--- config.mk ---
export PLATFORM = sky130hd
export DESIGN_NAME = tmds_decoder
export DESIGN_NICKNAME = d
export VERILOG_FILES = /design/src/rtl/tmds_decoder.sv
export SDC_FILE = /design/constraint.sdc
export NUM_CORES = 1
export LEC_CHECK = 0
export CORE_UTILIZATION = 50
export CTS_BUF_LIST = sky130_fd_sc_hd__clkbuf_8
export DETAILED_ROUTE_END_ITERATION = 12
export PLACE_DENSITY_LB_ADDON = 0.12
export SYNTH_ARGS = -nofsm -noshare
export SYNTH_HDL_FRONTEND = slang
export SYNTH_SLANG_ARGS = --single-unit
export TNS_END_PERCENT = 1
--- constraint.sdc ---
create_clock -name clk -period 4.5 [get_ports clk]
set_input_delay 0.9 -clock clk [delete_from_list [all_inputs] [get_ports clk]]
set_output_delay 0.9 -clock clk [all_outputs]
set_load 0.01 [all_outputs]
--- src/rtl/tmds_decoder.sv ---
// TMDS receive channel: bit-slip alignment on control tokens, then per-symbol decode to pixel byte or control value.
module tmds_decoder #(
  parameter int LOCK_COUNT = 8,
  parameter int SEARCH_LEN = 1024,
  parameter int LOSS_LEN   = 4096
) (
  input  logic       clk,
  input  logic       reset,
  input  logic [9:0] sym_in,
  input  logic       sym_valid,
  output logic [7:0] data_out,
  output logic [1:0] ctrl_out,
  output logic       de_out,
  output logic       out_valid,
  output logic       locked,
  output logic [3:0] slip
);

  localparam int RW   = $clog2(LOCK_COUNT) + 1;
  localparam int GMAX = (LOSS_LEN > SEARCH_LEN) ? LOSS_LEN : SEARCH_LEN;
  localparam int GW   = $clog2(GMAX) + 1;

  typedef enum logic {SEARCH, LOCKED} state_t;

  state_t        state;
  logic [9:0]    prev;
  logic [RW-1:0] ctl_run;
  logic [GW-1:0] gap;

  logic [19:0]   cat;
  logic [9:0]    w;
  logic          is_ctl;
  logic [1:0]    ctl_val;
  logic [7:0]    q;
  logic [7:0]    d;
  logic [RW-1:0] run_nx;
  logic [GW-1:0] gap_nx;

  always_comb begin
    cat = {sym_in, prev};
    w   = 10'(cat >> slip);

    is_ctl  = 1'b1;
    ctl_val = 2'b00;
    case (w)
      10'h354: ctl_val = 2'b00;
      10'h0AB: ctl_val = 2'b01;
      10'h154: ctl_val = 2'b10;
      10'h2AB: ctl_val = 2'b11;
      default: is_ctl  = 1'b0;
    endcase

    q    = w[9] ? ~w[7:0] : w[7:0];
    d    = '0;
    d[0] = q[0];
    for (int unsigned i = 1; i < 8; i++) begin
      d[i] = w[8] ? (q[i] ^ q[i-1]) : ~(q[i] ^ q[i-1]);
    end

    if (is_ctl) begin
      run_nx = (ctl_run >= RW'(LOCK_COUNT)) ? ctl_run : ctl_run + 1'b1;
      gap_nx = '0;
    end else begin
      run_nx = '0;
      gap_nx = (gap == '1) ? gap : gap + 1'b1;
    end
  end

  always_ff @(posedge clk) begin
    if (reset) begin
      state     <= SEARCH;
      prev      <= '0;
      ctl_run   <= '0;
      gap       <= '0;
      data_out  <= '0;
      ctrl_out  <= '0;
      de_out    <= 1'b0;
      out_valid <= 1'b0;
      locked    <= 1'b0;
      slip      <= '0;
    end else begin
      out_valid <= sym_valid;
      if (sym_valid) begin
        prev    <= sym_in;
        ctl_run <= run_nx;
        gap     <= gap_nx;
        if (is_ctl) begin
          de_out   <= 1'b0;
          ctrl_out <= ctl_val;
        end else begin
          de_out   <= 1'b1;
          data_out <= d;
        end
        case (state)
          SEARCH: begin
            if (is_ctl && (run_nx >= RW'(LOCK_COUNT))) begin
              state  <= LOCKED;
              locked <= 1'b1;
            end else if (gap_nx >= GW'(SEARCH_LEN)) begin
              slip    <= (slip == 4'd9) ? 4'd0 : slip + 4'd1;
              gap     <= '0;
              ctl_run <= '0;
            end
          end
          LOCKED: begin
            if (gap_nx >= GW'(LOSS_LEN)) begin
              state   <= SEARCH;
              locked  <= 1'b0;
              ctl_run <= '0;
              gap     <= '0;
            end
          end
          default: state <= SEARCH;
        endcase
      end
    end
  end

endmodule
# After elaboration in Yosys (flattened, before gate mapping)

Cells that the tools add are included.

Register bits after elaboration: 45
Bits of input ports: 13
Output and inout port bits: 17
Word-level logic and storage cells: 80

Add/sub/neg operators: 3
$lt $le $gt $ge: 4
Equality and inequality tests: 8
Shifts and indexed selects: 1
Mux-type cells: 30
Bitwise logic cells: 18
Reductions and logical operators: 6

Operators by type and width:

| cell                  | number |
|---|---|
| $mux 13               | 5 |
| $pmux 13 s2           | 1 |
| $mux 4                | 6 |
| $eq 10x10->1 const B  | 2 |
| $shr 20x4->10         | 1 |
| $add 13x1->13 const B | 1 |
| $eq 13x13->1 const B  | 1 |
| $ge 13x11->1 const B  | 1 |
| $ge 13x13->1 const B  | 1 |
| $mux 1                | 13 |
| $eq 10x8->1 const B   | 1 |
| $eq 10x9->1 const B   | 1 |
| $not 1->1             | 10 |
| $add 4x1->4 const B   | 2 |
| $ge 4x4->1 const B    | 2 |
| $mux 8                | 1 |
| $not 8->8             | 1 |
| $pmux 4 s2            | 1 |
| $xor 1x1->1           | 7 |
| $pmux 2 s3            | 1 |
| $eq 4x4->1 const B    | 1 |
| $pmux 1 s2            | 2 |
| $reduce_and 2->1      | 2 |
| $reduce_and 4->1      | 1 |
| 5 further kinds       | 5 |

# Logic depth before layout (Yosys ltp)

Depth in word-level cells: 9
Depth in mapped cells: 17
Depth with buffers taken out: 12

# Worst setup path before layout

OpenSTA, ideal clock, no wires.

Path type: input to register
Start point: input sym_in[4]
End point: register data_out[2]
Setup time: 122 ps
Data arrival time: 3570 ps
Data required time: 4378 ps
Path slack: 808 ps
Cell stages on the path: 12
Path buffers: 2
Cell sequence: mux4_1 > mux2_2 > a221o_1 > inv_1 > ha_1 > and4_1 > clkbuf_1 > mux2i_1 > a221oi_2 > buf_6 > nor3_1 > a221o_1

Word-level cells in the longest chain between the ends: 6
Elaborated cells between the ends (all ways): 14
Classes of those cells: 4 x eq/ne; 1 x shift; 3 x mux; 4 x bitwise; 2 x reduce/logical

RTL lines:

| what                                                               | line   | source |
|---|---|---|
| start, declared                                                    | 9      | `input logic [9:0] sym_in,` |
| $shr 20x4->10 *                                                    | 41     | `w = 10'(cat >> slip);` |
| $eq 10x10->1 (tied with other cells)                               | 45     | `case (w)` |
| $reduce_or 4->1 (no source line) / $mux 8 (equally long branches)  | --     |  |
| $mux 1 / $xor 1x1->1 (equally long branches)                       | 45, 57 |  |
| $not 1->1, on equally long branches                                | --     |  |
| $reduce_and 2->1 (no source line) / $mux 1 (equally long branches) | --     |  |
| end signal, assigned                                               | 75     | `data_out <= '0;` |
| end signal, assigned                                               | 92     | `data_out <= d;` |
| end, declared                                                      | 11     | `output logic [7:0] data_out,` |

Mark *: on every way between the ends. The rest lies on a longest branch, timed or not.
A chain may end at the register's enable or synchronous reset.

# Worst setup path in the final report

Start point: input sym_in[2]
End point: register gap[6]

Word-level cells in the longest chain between the ends: 9
Elaborated cells between the ends (all ways): 17
Classes of those cells: 3 x order compare; 4 x eq/ne; 1 x shift; 7 x mux; 2 x reduce/logical

RTL lines:

| what                                                | line   | source |
|---|---|---|
| $shr 20x4->10 *                                     | 41     |  |
| $eq 10x10->1 (tied with other cells)                | 45     |  |
| $reduce_or 4->1 (no source line) *                  | --     |  |
| $mux 1 *                                            | 45     |  |
| $mux 13 / $mux 4 (equally long branches)            | 60     | `if (is_ctl) begin` |
| $ge 13x11->1 / $ge 4x4->1 (equally long branches)   | 99, 96 |  |
| $mux 13 / $logic_and 1x1->1 (equally long branches) | 99, 96 |  |
| $mux 13                                             | 96     | `if (is_ctl && (run_nx >= RW'(LOCK_COUNT))) begin` |
| $pmux 13 s2 *                                       | 94     | `case (state)` |
| end signal, assigned                                | 86     | `gap <= gap_nx;` |
| end, declared                                       | 28     | `logic [GW-1:0] gap;` |

Marks and branches as above.

==> impl_metrics.json <==
{
  "outcome": "completed",
  "rrSetupSlack_ns": 0.56,
  "hold_path_depth": 1,
  "clock_path_buffers": 2,
  "clock_power_share_pct": 31.2,
  "power_density_nw_per_um2": 235,
  "switchingPower_w": 0.000234,
  "die_w_um": 82.2,
  "p_leak_nw": 1.34,
  "avgSynthCellArea_um2": 9.19,
  "maxSlewHeadroom_pct": 18.7,
  "clock_sink_count": 45,
  "cpPeakStageDelay_ns": 0.57,
  "path_buf_inv": 3,
  "design_area_um2": 3620,
  "synthTopCellsByArea": "dfxtp_1 28%, mux2i_1 8.1%, mux4_2 7.0%, ha_1 4.3%, mux2_2 3.5%",
  "hold_end": "ctl_run[2]",
  "rsz0062_at_grt": "false",
  "yosys_warnings": 0,
  "crit_required_ns": 4.74,
  "ant_nets": 0,
  "p_int_w": 0.000616,
  "place_area_um2": 3530,
  "synth-main-ff-cell": "dfxtp_1",
  "diodes": 0,
  "worstReg2RegStart": "slip[1]",
  "start_util_pct": 53.1,
  "post_cts_buffers": 0,
  "skew_ns": 0.00457,
  "grt_max_degree": 46,
  "clockRootBuffer": "clkbuf_8",
  "dr.pass1.iters": 4,
  "path_max_fanout": 21,
  "overflow": 0,
  "drv_slew": 0,
  "clkTransAtPathRegs_ns": 0.09,
  "viasPerCell": 6.14,
  "drc": 0,
  "synth_nets": 374,
  "dieArea_um2": 6760,
  "crit_chain": "clkdlybuf4s50_1 -> mux4_1 -> mux2_2 -> o21ai_0 -> inv_1 -> ha_1 -> and4_1 -> nor4b_2 -> a221oi_2 -> buf_12 -> or4_1 -> a31oi_1",
  "synth_commonest_cells": "45 x dfxtp_1, 26 x mux2i_1, 26 x nor2_1",
  "wl_per_cell_um": 16.8,
  "ys_ff_latch": 45,
  "async_flop_share_pct": 0,
  "syn_inst": 350,
  "drive_gt1_share_pct": 11.7,
  "r2r_end": "data_out[2]",
  "start_kind": "input pin",
  "synth_edf_count": 0,
  "grtUsageTotal_pct": 24.2,
  "area_growth_pct": 12.6,
  "max_freq_mhz": 243,
  "final-setup-viol-count": 0,
  "min_path_type": "flip-flop to flip-flop",
  "yosysTopAreaCell": "dfxtp_1",
  "gp_congestion": 0.928,
  "io_buffers": 29,
  "cts_buffers": 5,
  "finalNetCount": 392,
  "initialDrtViolationCount": 179,
  "drt_wl_total_um": 7430,
  "peakVddDrop_uv": 165,
  "antenna_found_initial": 0,
  "cpLargestDelayFamily": "simple AND/OR/NAND/NOR gates",
  "ys_seq_area_share_pct": 28.0,
  "worst_pin_slew_ns": 1.22,
  "min-delay-start": "ctl_run[2]",
  "clk_latency_ns": 0.31,
  "comb_power_share_pct": 18.6,
  "dieHeight_um": 82.2,
  "io_pins": 30,
  "seqPwrFrac_pct": 50.2,
  "vias": 2718,
  "endpoint_kind": "flip-flop",
  "cp.arrival_ns": 4.36,
  "cts_tree": "yes",
  "ff2ff_path_depth": 10,
  "finalHoldViolCount": 0,
  "post-route-period-util_pct": 91.4,
  "dp_hpwl_um": 5160,
  "rows": 28,
  "core-area_um2": 6060,
  "grt_pass1_wl_um": 12500,
  "grt_pass1_vias": 2520,
  "cts_hold_buf": 0,
  "cp_slowest_cell": "mux4_1",
  "min_period_ns": 4.12,
  "synth_cell_types": 59,
  "netlist.area_leader.share_pct": 28.0,
  "swShare_pct": 27.5,
  "yosys.cell_count.top_type": "dfxtp_1",
  "hold_slack_ns": 0.460,
  "drv_cap": 0,
  "synth_area_um2": 3220,
  "crit_type": "input pin to flip-flop",
  "cts_max_level": 2
}
[per-layer routing]
layer | vias to the layer above | routed length (um) | global-route usage, %
met1 | 1309 | 3720 | 34.1
met3 | 13 | 282 | 4.40
met2 | 64 | 3300 | 37.3
met4 | 0 | 125 | 7.54
met5 | - | 0 | 0
li1 | 1332 | - | -
[registers in the layout, indices dropped and copies added, names as in the netlist]
register / cells
out_valid: 1
slip: 4
de_out: 1
ctrl_out: 2
locked: 1
data_out: 8
prev: 10
gap: 13
ctl_run: 4
state: 1
[how the worst max path moves through the flow]
stage / startpoint / end / cells after the start
CTS: sym_in[2] / data_out[0] / 11
floorplan: sym_in[4] / data_out[2] / 12
finish: sym_in[2] / gap[6] / 12
global route: sym_in[2] / slip[2] / 12
global placement: sym_in[2] / data_out[3] / 11
detailed placement: sym_in[2] / data_out[0] / 11
[power groups by stage]
| stage | clock network, W | registers (W) | logic, W |
|---|---|---|---|
| detailed placement | 0 | 0.000436 | 0.000156 |
| floorplan | 0 | 0.000438 | 0.0000972 |
| finish | 0.000265 | 0.000427 | 0.000158 |
| CTS | 0.000272 | 0.000427 | 0.000158 |
| global route | 0.000287 | 0.000429 | 0.000172 |
| global placement | 0 | 0.000436 | 0.000155 |
[area by class of cell]
type,count,area (um2)
Clock buffer,6,82.6
Tap cell,75,93.8
Timing Repair Buffer,38,370
Clock inverter,1,7.51
Sequential cell,45,901
Multi-Input combinational cell,258,2090
Inverter,20,75.1
Fill cell,537,2440
[cells in the final DEF (no fill, tap or decap), types with 3 or more instances in the layout]
master	instances
mux4_2	10
buf_4	8
nor2_1	26
a21oi_1	20
a22o_1	3
inv_1	20
nor3b_1	3
mux2_2	10
o21a_1	3
nor3_1	7
nand2_1	20
nor4_1	6
mux4_1	3
nand3_1	5
and2_1	3
and3_1	3
nand4_1	4
xnor2_1	3
and4_1	3
nand2b_1	14
nor2b_1	5
ha_1	11
o31ai_1	5
clkdlybuf4s50_1	29
o211ai_1	8
clkbuf_8	6
xor2_1	8
mux2i_1	26
o21ai_0	8
or4_1	4
dfxtp_1	45
[cell families after synthesis]
group | count (synthesis) | synth area share (%)
AND/OR/NAND/NOR | 109 | 18.1
XOR/XNOR | 11 | 3.00
AO/OA/AOI/OAI | 75 | 16.7
adder cells (fa/ha/maj) | 11 | 4.28
buffers and inverters | 47 | 7.04
multiplexers | 52 | 22.9
flip-flops | 45 | 28.0
[worst register-to-register path: stages, from the launching register on]
cell and delay, ns:
dfxtp_1 0.76, mux4_1 0.67, mux2_2 0.29, o21ai_0 0.40, ha_1 0.25, and4_1 0.33
mux2i_1 0.15, a221oi_2 0.36, buf_12 0.20, nor3_1 0.06, a221o_1 0.36
[metrics by stage]
step                total power [W]   TNS, ns  cells  setup WS [ns]  util (%)
floorplan                  0.000535         0    350          0.808         -
CTS                        0.000856         0    443          0.224      59.7
global placement           0.000591  -0.00532    436       -0.00245      58.2
detailed placement         0.000592    -0.951    436         -0.102      58.2
finish                     0.000849         0    443          0.385      59.7
global route               0.000888         0    443          0.150      59.7
[timing repair]
| action | CTS | global route |
|---|---|---|
| gates resized for setup | 0 | 1 |
| endpoints found under the hold margin | 0 | 0 |
| endpoints found under the setup margin | 0 | 6 |
(Power assumes the default switching activity.)
